==> config.mk <==
export PLATFORM = sky130hd
export DESIGN_NAME = mem_port_arbiter
export DESIGN_NICKNAME = d
export VERILOG_FILES = /design/src/rtl/mem_port_arbiter.sv
export SDC_FILE = /design/constraint.sdc
export NUM_CORES = 1
export LEC_CHECK = 0
export ABC_AREA = 1
export ABC_CLOCK_PERIOD_IN_PS = 3880
export CORE_UTILIZATION = 31
export DETAILED_ROUTE_END_ITERATION = 10
export GPL_TIMING_DRIVEN = 0
export PLACE_DENSITY = 0.69
export SETUP_SLACK_MARGIN = 0.4
export SYNTH_ARGS = -nofsm -noshare
export SYNTH_HDL_FRONTEND = slang
export SYNTH_SLANG_ARGS = --single-unit
==> constraint.sdc <==
create_clock -name clk -period 3.88 [get_ports clk]
set_input_delay 0.388 -clock clk [delete_from_list [all_inputs] [get_ports clk]]
set_output_delay 0.388 -clock clk [all_outputs]
set_load 0.05 [all_outputs]
==> src/rtl/mem_port_arbiter.sv <==
// Two-master arbiter for a single 16-bit memory port: round-robin with bus lock,
// bounded burst length and saturating per-port wait counters.
module mem_port_arbiter #(
    parameter int ADDR_W    = 16,
    parameter int DATA_W    = 16,
    parameter int MAX_BURST = 4,
    parameter int CNT_W     = 16
) (
    input  logic              clk,
    input  logic              rst,
    input  logic              req0,
    input  logic              we0,
    input  logic [ADDR_W-1:0] addr0,
    input  logic [DATA_W-1:0] wdata0,
    input  logic              lock0,
    output logic              ack0,
    output logic [DATA_W-1:0] rdata0,
    input  logic              req1,
    input  logic              we1,
    input  logic [ADDR_W-1:0] addr1,
    input  logic [DATA_W-1:0] wdata1,
    input  logic              lock1,
    output logic              ack1,
    output logic [DATA_W-1:0] rdata1,
    output logic [ADDR_W-1:0] mem_addr,
    output logic [DATA_W-1:0] mem_wdata,
    output logic              mem_wen,
    input  logic [DATA_W-1:0] mem_rdata,
    output logic [CNT_W-1:0]  wait0_cnt,
    output logic [CNT_W-1:0]  wait1_cnt
);

    localparam int BW = (MAX_BURST > 1) ? $clog2(MAX_BURST) : 1;
    localparam logic [BW-1:0] BURST_LAST = BW'(MAX_BURST - 1);

    typedef enum logic [1:0] {
        IDLE = 2'd0,
        OWN0 = 2'd1,
        OWN1 = 2'd2
    } state_t;

    state_t        state;
    state_t        state_nxt;
    logic          last;
    logic [BW-1:0] burst_cnt;
    logic          burst_at_last;

    assign burst_at_last = (burst_cnt == BURST_LAST);

    always_comb begin
        state_nxt = state;
        case (state)
            IDLE: begin
                if (req0 && req1)
                    state_nxt = last ? OWN0 : OWN1;
                else if (req0)
                    state_nxt = OWN0;
                else if (req1)
                    state_nxt = OWN1;
                else
                    state_nxt = IDLE;
            end
            OWN0: begin
                // A locked owner still yields once its burst is used up and the other side waits.
                if (req0 && lock0 && !(req1 && burst_at_last))
                    state_nxt = OWN0;
                else if (req1)
                    state_nxt = OWN1;
                else if (req0)
                    state_nxt = OWN0;
                else
                    state_nxt = IDLE;
            end
            OWN1: begin
                if (req1 && lock1 && !(req0 && burst_at_last))
                    state_nxt = OWN1;
                else if (req0)
                    state_nxt = OWN0;
                else if (req1)
                    state_nxt = OWN1;
                else
                    state_nxt = IDLE;
            end
            default: state_nxt = IDLE;
        endcase
    end

    always_ff @(posedge clk or posedge rst) begin
        if (rst) begin
            state     <= IDLE;
            last      <= 1'b1;
            burst_cnt <= '0;
        end else begin
            state <= state_nxt;
            if (state_nxt == OWN0)
                last <= 1'b0;
            else if (state_nxt == OWN1)
                last <= 1'b1;
            if (state_nxt != IDLE && state_nxt == state) begin
                if (!burst_at_last)
                    burst_cnt <= burst_cnt + BW'(1);
            end else begin
                burst_cnt <= '0;
            end
        end
    end

    // Port mux stays combinational so a granted master completes in the grant cycle.
    always_comb begin
        mem_addr  = '0;
        mem_wdata = '0;
        mem_wen   = 1'b0;
        ack0      = 1'b0;
        ack1      = 1'b0;
        rdata0    = '0;
        rdata1    = '0;
        case (state)
            OWN0: begin
                mem_addr  = addr0;
                mem_wdata = wdata0;
                mem_wen   = we0 && req0 && !rst;
                ack0      = req0;
                rdata0    = (req0 && !we0) ? mem_rdata : '0;
            end
            OWN1: begin
                mem_addr  = addr1;
                mem_wdata = wdata1;
                mem_wen   = we1 && req1 && !rst;
                ack1      = req1;
                rdata1    = (req1 && !we1) ? mem_rdata : '0;
            end
            default: ;
        endcase
    end

    always_ff @(posedge clk or posedge rst) begin
        if (rst) begin
            wait0_cnt <= '0;
            wait1_cnt <= '0;
        end else begin
            if (req0 && !ack0 && (wait0_cnt != '1))
                wait0_cnt <= wait0_cnt + CNT_W'(1);
            if (req1 && !ack1 && (wait1_cnt != '1))
                wait1_cnt <= wait1_cnt + CNT_W'(1);
        end
    end

endmodule

**Word-level counts from Yosys, hierarchy flattened**

Cells that the tools add are included.

- Input port bits: 88
- ROM bits: 0
- Flip-flop bits (word level): 37
- Memory bits (writable): 0
- Memories kept: 0
- Latch bits: 0
- Word-level logic and storage cells: 67

- Divide/modulo/power cells: 0
- Bitwise operators: 0
- $mul: 0
- $add $sub $neg: 3
- $lt $le $gt $ge: 0
- Reduce and logical (&&, ||, !) cells: 28
- Mux-type cells: 22
- Equality and inequality tests: 9
- Shifts and indexed selects: 0

Operator list:

| cell | number |
|---|---|
| 16-bit 2-to-1 mux | 4 |
| 16-bit case mux with 2 select lines | 2 |
| 16-bit by 1-bit adder with 16-bit output, second input constant | 2 |
| 16-bit inequality test, second input constant | 2 |
| 1-bit logical AND | 18 |
| 2-bit 2-to-1 mux | 9 |
| 1-bit logical NOT | 7 |
| 2-bit equality test, second input constant | 3 |
| 2-bit case mux with 3 select lines | 1 |
| 1-bit 2-to-1 mux | 5 |
| 2-bit by 1-bit equality test with 1-bit output, second input constant | 2 |
| 2-bit nonzero test | 2 |
| 2-bit by 1-bit adder with 2-bit output, second input constant | 1 |
| 2-bit equality test | 1 |
| 2-bit logical NOT | 1 |
| 2-bit inequality test, second input constant | 1 |
| 1-bit case mux with 2 select lines | 1 |

**Depth between registers and ports, before layout**

- Word-level depth: 9
- Mapped depth: 12
- Depth with buffers taken out: 11

**Least setup slack after synthesis**

No wires, ideal clock.

- Kind: reg2out
- Start: register state[0]
- End: output port mem_wen
- Arrival: 2.369 ns
- Stages on the path, launching flop included: 8
- Buffers on the path: 1
- Slack: 1.123 ns
- Cells stage by stage: dfrtp_1 inv_1 ha_1 buf_4 nand2_1 inv_1 a22oi_1 nor3_1

- Word-level cells in the longest chain between the ends: 2

RTL lines:

| what | RTL line | RTL |
|---|---|---|
| from (decl) | 42 | `state_t state;` |
| from (signal assigned) | 94 | `state <= state_nxt;` |
| 2-bit equality test / 2-bit by 1-bit equality test with 1-bit output (equally long branches) | 117 | `case (state)` |
| 1-bit case mux with 2 select lines (*) | 117 |  |
| to (decl) | 27 | `output logic mem_wen,` |

Every way passes the cells marked *; elsewhere a longest branch is shown, timed or not.

**Worst setup path after layout**

- Start: register state[1]
- End: output port rdata0[10]

- Word-level cells in the longest chain between the ends: 2

RTL lines:

| what | RTL line | RTL |
|---|---|---|
| 2-bit by 1-bit equality test with 1-bit output | 117 |  |
| 16-bit 2-to-1 mux | 117 |  |
| to (decl) | 17 | `output logic [DATA_W-1:0] rdata0,` |

No other way between the ends.

==> PnR_summary.wiki <==
{| class="wikitable"
! Metric !! Value
|-
| Parity-gate share of the synthesized area counting xor and xnor cells || 8.423%
|-
| Max frequency || 310.9 MHz
|-
| Number of unique standard cell types used by synthesis || 36
|-
| Initial DRC Count || 103
|-
| Placement-stage cell area || 5029 µm²
|-
| Count of pins over their slew limit || 0
|-
| Count of final setup violators || 0
|-
| Unrepaired setup endpoints after global routing || false
|-
| Final period util || 82.91%
|-
| GRT Overall Usage || 19.35%
|-
| Routed length per instance || 13.28 µm
|-
| Worst vdd rail ir drop || 492.9 µV
|-
| Worst hold path stage count || 2
|-
| Synth async-reset ratio || 100.0%
|-
| Area growth, synth to finish || 70.62%
|-
| Number of buffers created by CTS || 5
|-
| Worst endpoint data arrival time || 2.83 ns
|-
| Predominant post-synthesis flop cell || sky130_fd_sc_hd__dfrtp_1
|-
| Antenna violation net count after detailed routing || 0
|-
| Leading cell type in the layout, fill and taps excluded || sky130_fd_sc_hd__clkdlybuf4s50_1
|-
| Post-synthesis adder-cell area fraction || 3.734%
|-
| Required time at the endpoint of the critical path || 3.49 ns
|-
| Worst-case setup margin in the final layout || 0.6631 ns
|-
| Antenna violations before repair || 0
|-
| Core Rows || 35
|-
| Worst r2r path cells || 12
|-
| Result of the run || finished clean
|-
| Total instance count after detailed placement || 762
|-
| Number of clock sinks || 37
|-
| Type of the worst setup path || flip-flop to primary output
|-
| Sequential cell area || 927.1 µm²
|-
| Number of warnings issued by yosys || 0
|-
| DRC viols || 0
|-
| Highest-count cells in the layout ignoring fill and taps || sky130_fd_sc_hd__clkdlybuf4s50_1 (185), sky130_fd_sc_hd__nand2_1 (136), sky130_fd_sc_hd__nor2_1 (53)
|-
| Largest net degree at the start of global routing || 38
|-
| Number of nets in the synthesized netlist || 545
|-
| Wire length of the first global-routing pass || 15730 µm
|-
| Die area || 10130 µm²
|-
| Crit path capture type || primary output
|-
| Port Buffers || 185
|-
| Highest net fanout along the worst path || 10
|-
| RePlAce Congestion || 0.8698
|-
| Setup_tns || 0 ns
|-
| Number of enable-type register cells in the synthesized netlist || 0
|-
| Worst hold path class || flip-flop to flip-flop
|-
| Postcts setup bufs || 0
|-
| Transition time at the pin with the least slew margin || 0.7717 ns
|-
| Via count of the first global-routing pass || 3207
|-
| Bufs on Longest Clock Path || 2
|-
| Category of the worst setup path launch point || flip-flop
|-
| Via count || 3502
|-
| Main combinational cell family by area after synthesis || simple AND/OR/NAND/NOR gates
|-
| Width of the chip || 100.6 µm
|-
| Number of nets in the finished design || 737
|-
| Area occupied by multi-input gates || 1760 µm²
|-
| Final setup skew || 0.01820 ns
|-
| Cells after Synth || 448
|-
| Wire length after detailed routing || 10220 µm
|-
| Fraction of synthesized cell area taken by the top area cell type || 29.88%
|-
| Share of synthesized area spent on multiplexers || 0.3320%
|-
| Flop-to-flop setup slack || 2.11 ns
|-
| Final Hold Viols || 0
|-
| Diode insertion count for antenna repair || 0
|-
| Ratio of cells with drive above 1 in the final layout || 7.956%
|-
| Vias per Instance || 4.548
|-
| Average cell area after synthesis || 6.731 µm²
|-
| Global route overflow || 0
|-
| Resize count post-CTS || 0
|-
| Number of iterations in the first detailed-routing pass || 4
|-
| Total of flip-flops plus latches after synthesis || 37
|-
| Leakage power total || 2.179 nW
|-
| DP HPWL || 8293 µm
|-
| Library cell with the largest summed area after synthesis || sky130_fd_sc_hd__dfrtp_1
|-
| Post-Synthesis Cell Area || 3015 µm²
|-
| Crit path time final || 3.217 ns
|-
| Max cap viols || 0
|-
| Source-to-sink clock delay at the later pin of the worst-skew pair || 0.30 ns
|-
| Part of the Yosys area used for sequential elements || 30.75%
|-
| Post-synthesis share of cell area spent on and, or, nand and nor gates || 36.47%
|-
| CTS tree || done
|-
| Core box area || 9328 µm²
|-
| Clock transition at the registers of the reported paths || 0.06 ns
|-
| Starting density of the core || 32.33%
|-
| Cell types occupying the most area after synthesis || sky130_fd_sc_hd__dfrtp_1 (30%), sky130_fd_sc_hd__nand2_1 (17%), sky130_fd_sc_hd__nor2_1 (6.6%)
|-
| Relative slew slack || 48.48%
|-
| Post-Layout Cell Count || 770
|-
| Final standard cell area without fillers || 5145 µm²
|-
| Top-level port count || 187
|-
| Hold buffer count at CTS || 0
|-
| # H-tree levels || 2
|-
| Power density relative to cell area || 628.9 nW/µm²
|-
| Worst Setup Slack post-DPL || 0.8320 ns
|-
| Clock tree root driver cell || sky130_fd_sc_hd__clkbuf_8
|-
| Die Span Y || 100.6 µm
|-
| Number of fillers in the final layout || 914
|-
| Compound-gate portion of the synthesized area || 9.419%
|}
state kept, by name, summed over array words and instances (netlist names):
signal / flops
burst_cnt: 2
last: 1
wait1_cnt: 16
state: 2
wait0_cnt: 16
synthesized netlist by cell type, types with 5 or more instances:
| cell | n |
|---|---|
| sky130_fd_sc_hd__nand2_1 | 136 |
| sky130_fd_sc_hd__o21ai_2 | 9 |
| sky130_fd_sc_hd__buf_2 | 5 |
| sky130_fd_sc_hd__ha_1 | 9 |
| sky130_fd_sc_hd__inv_1 | 51 |
| sky130_fd_sc_hd__xnor2_1 | 7 |
| sky130_fd_sc_hd__nor2_1 | 53 |
| sky130_fd_sc_hd__xor2_1 | 22 |
| sky130_fd_sc_hd__nand4_1 | 9 |
| sky130_fd_sc_hd__clkbuf_1 | 7 |
| sky130_fd_sc_hd__nand3_1 | 18 |
| sky130_fd_sc_hd__nor3_2 | 5 |
| sky130_fd_sc_hd__dfrtp_1 | 36 |
| sky130_fd_sc_hd__a21oi_1 | 34 |
| sky130_fd_sc_hd__nor3_1 | 10 |
| sky130_fd_sc_hd__nand2_2 | 7 |
cell type report:
cell class                      instances  area share, %
Inverter                               53          3.915
Timing Repair Buffer                  185          35.99
Tap cell                              129          3.137
Clock inverter                          1         0.5837
Multi-Input combinational cell        337          34.22
Clock buffer                            7          1.678
Sequential cell                        37          18.02
Buffer                                 21          2.456
per-layer routing:
layer  up-vias  routed length [µm]  global-route usage, %
met4         0                 131                  4.794
met2       118                5157                  33.83
met5         -                   0                      0
li1       1781                   -                      -
met1      1592                4325                  24.42
met3        11                 606                  3.814
where the power goes:
part | total [mW] | switching, mW | internal (mW)
Combinational | 2.24 | 1.51 | 0.730
Clock | 0.358 | 0.148 | 0.210
Sequential | 0.635 | 0.139 | 0.496
critical path, cell delays in order, from the launching register on:
cell	delay [ns]
sky130_fd_sc_hd__dfrtp_1	0.40
sky130_fd_sc_hd__inv_1	0.11
sky130_fd_sc_hd__ha_1	0.14
sky130_fd_sc_hd__buf_2	0.19
sky130_fd_sc_hd__nand2_1	0.10
sky130_fd_sc_hd__or2_2	0.28
sky130_fd_sc_hd__clkbuf_1	0.19
sky130_fd_sc_hd__buf_2	0.22
sky130_fd_sc_hd__nor2_1	0.10
sky130_fd_sc_hd__clkdlybuf4s50_1	0.80
final timing paths:
kind | end | startpoint
setup / recovery | rdata0[10] | state[1]$_DFF_PP0_
hold / removal | last$_DFFE_PP1P_ | last$_DFFE_PP1P_
setup reg to reg | burst_cnt[1]$_DFFE_PP0P_ | state[1]$_DFF_PP0_
hold reg to reg | last$_DFFE_PP1P_ | last$_DFFE_PP1P_
max in group asynchronous | wait1_cnt[3]$_DFFE_PP0P_ | rst
min in group asynchronous | wait0_cnt[15]$_DFFE_PP0P_ | rst
logic make-up after synthesis:
| family | Yosys count |
|---|---|
| and+or+nand+nor | 249 |
| adders and majority gates | 9 |
| muxes | 1 |
| DFF | 37 |
| AOI/OAI and AO/OA | 49 |
| xor gates and xnor gates | 29 |
| buffers and inverters | 74 |
stage by stage:
stage / power (mW) / utilization [%] / hold slack (ns)
detailed placement: 2.887 / 53.91 / 0.5099
finish: 3.236 / 55.16 / 0.5194
floorplan: 2.143 / - / 0.4887
global route: 3.432 / 55.16 / 0.5442
CTS: 3.252 / 55.16 / 0.5239
global placement: 2.858 / 53.91 / 0.5074
(Power assumes the default switching activity.)
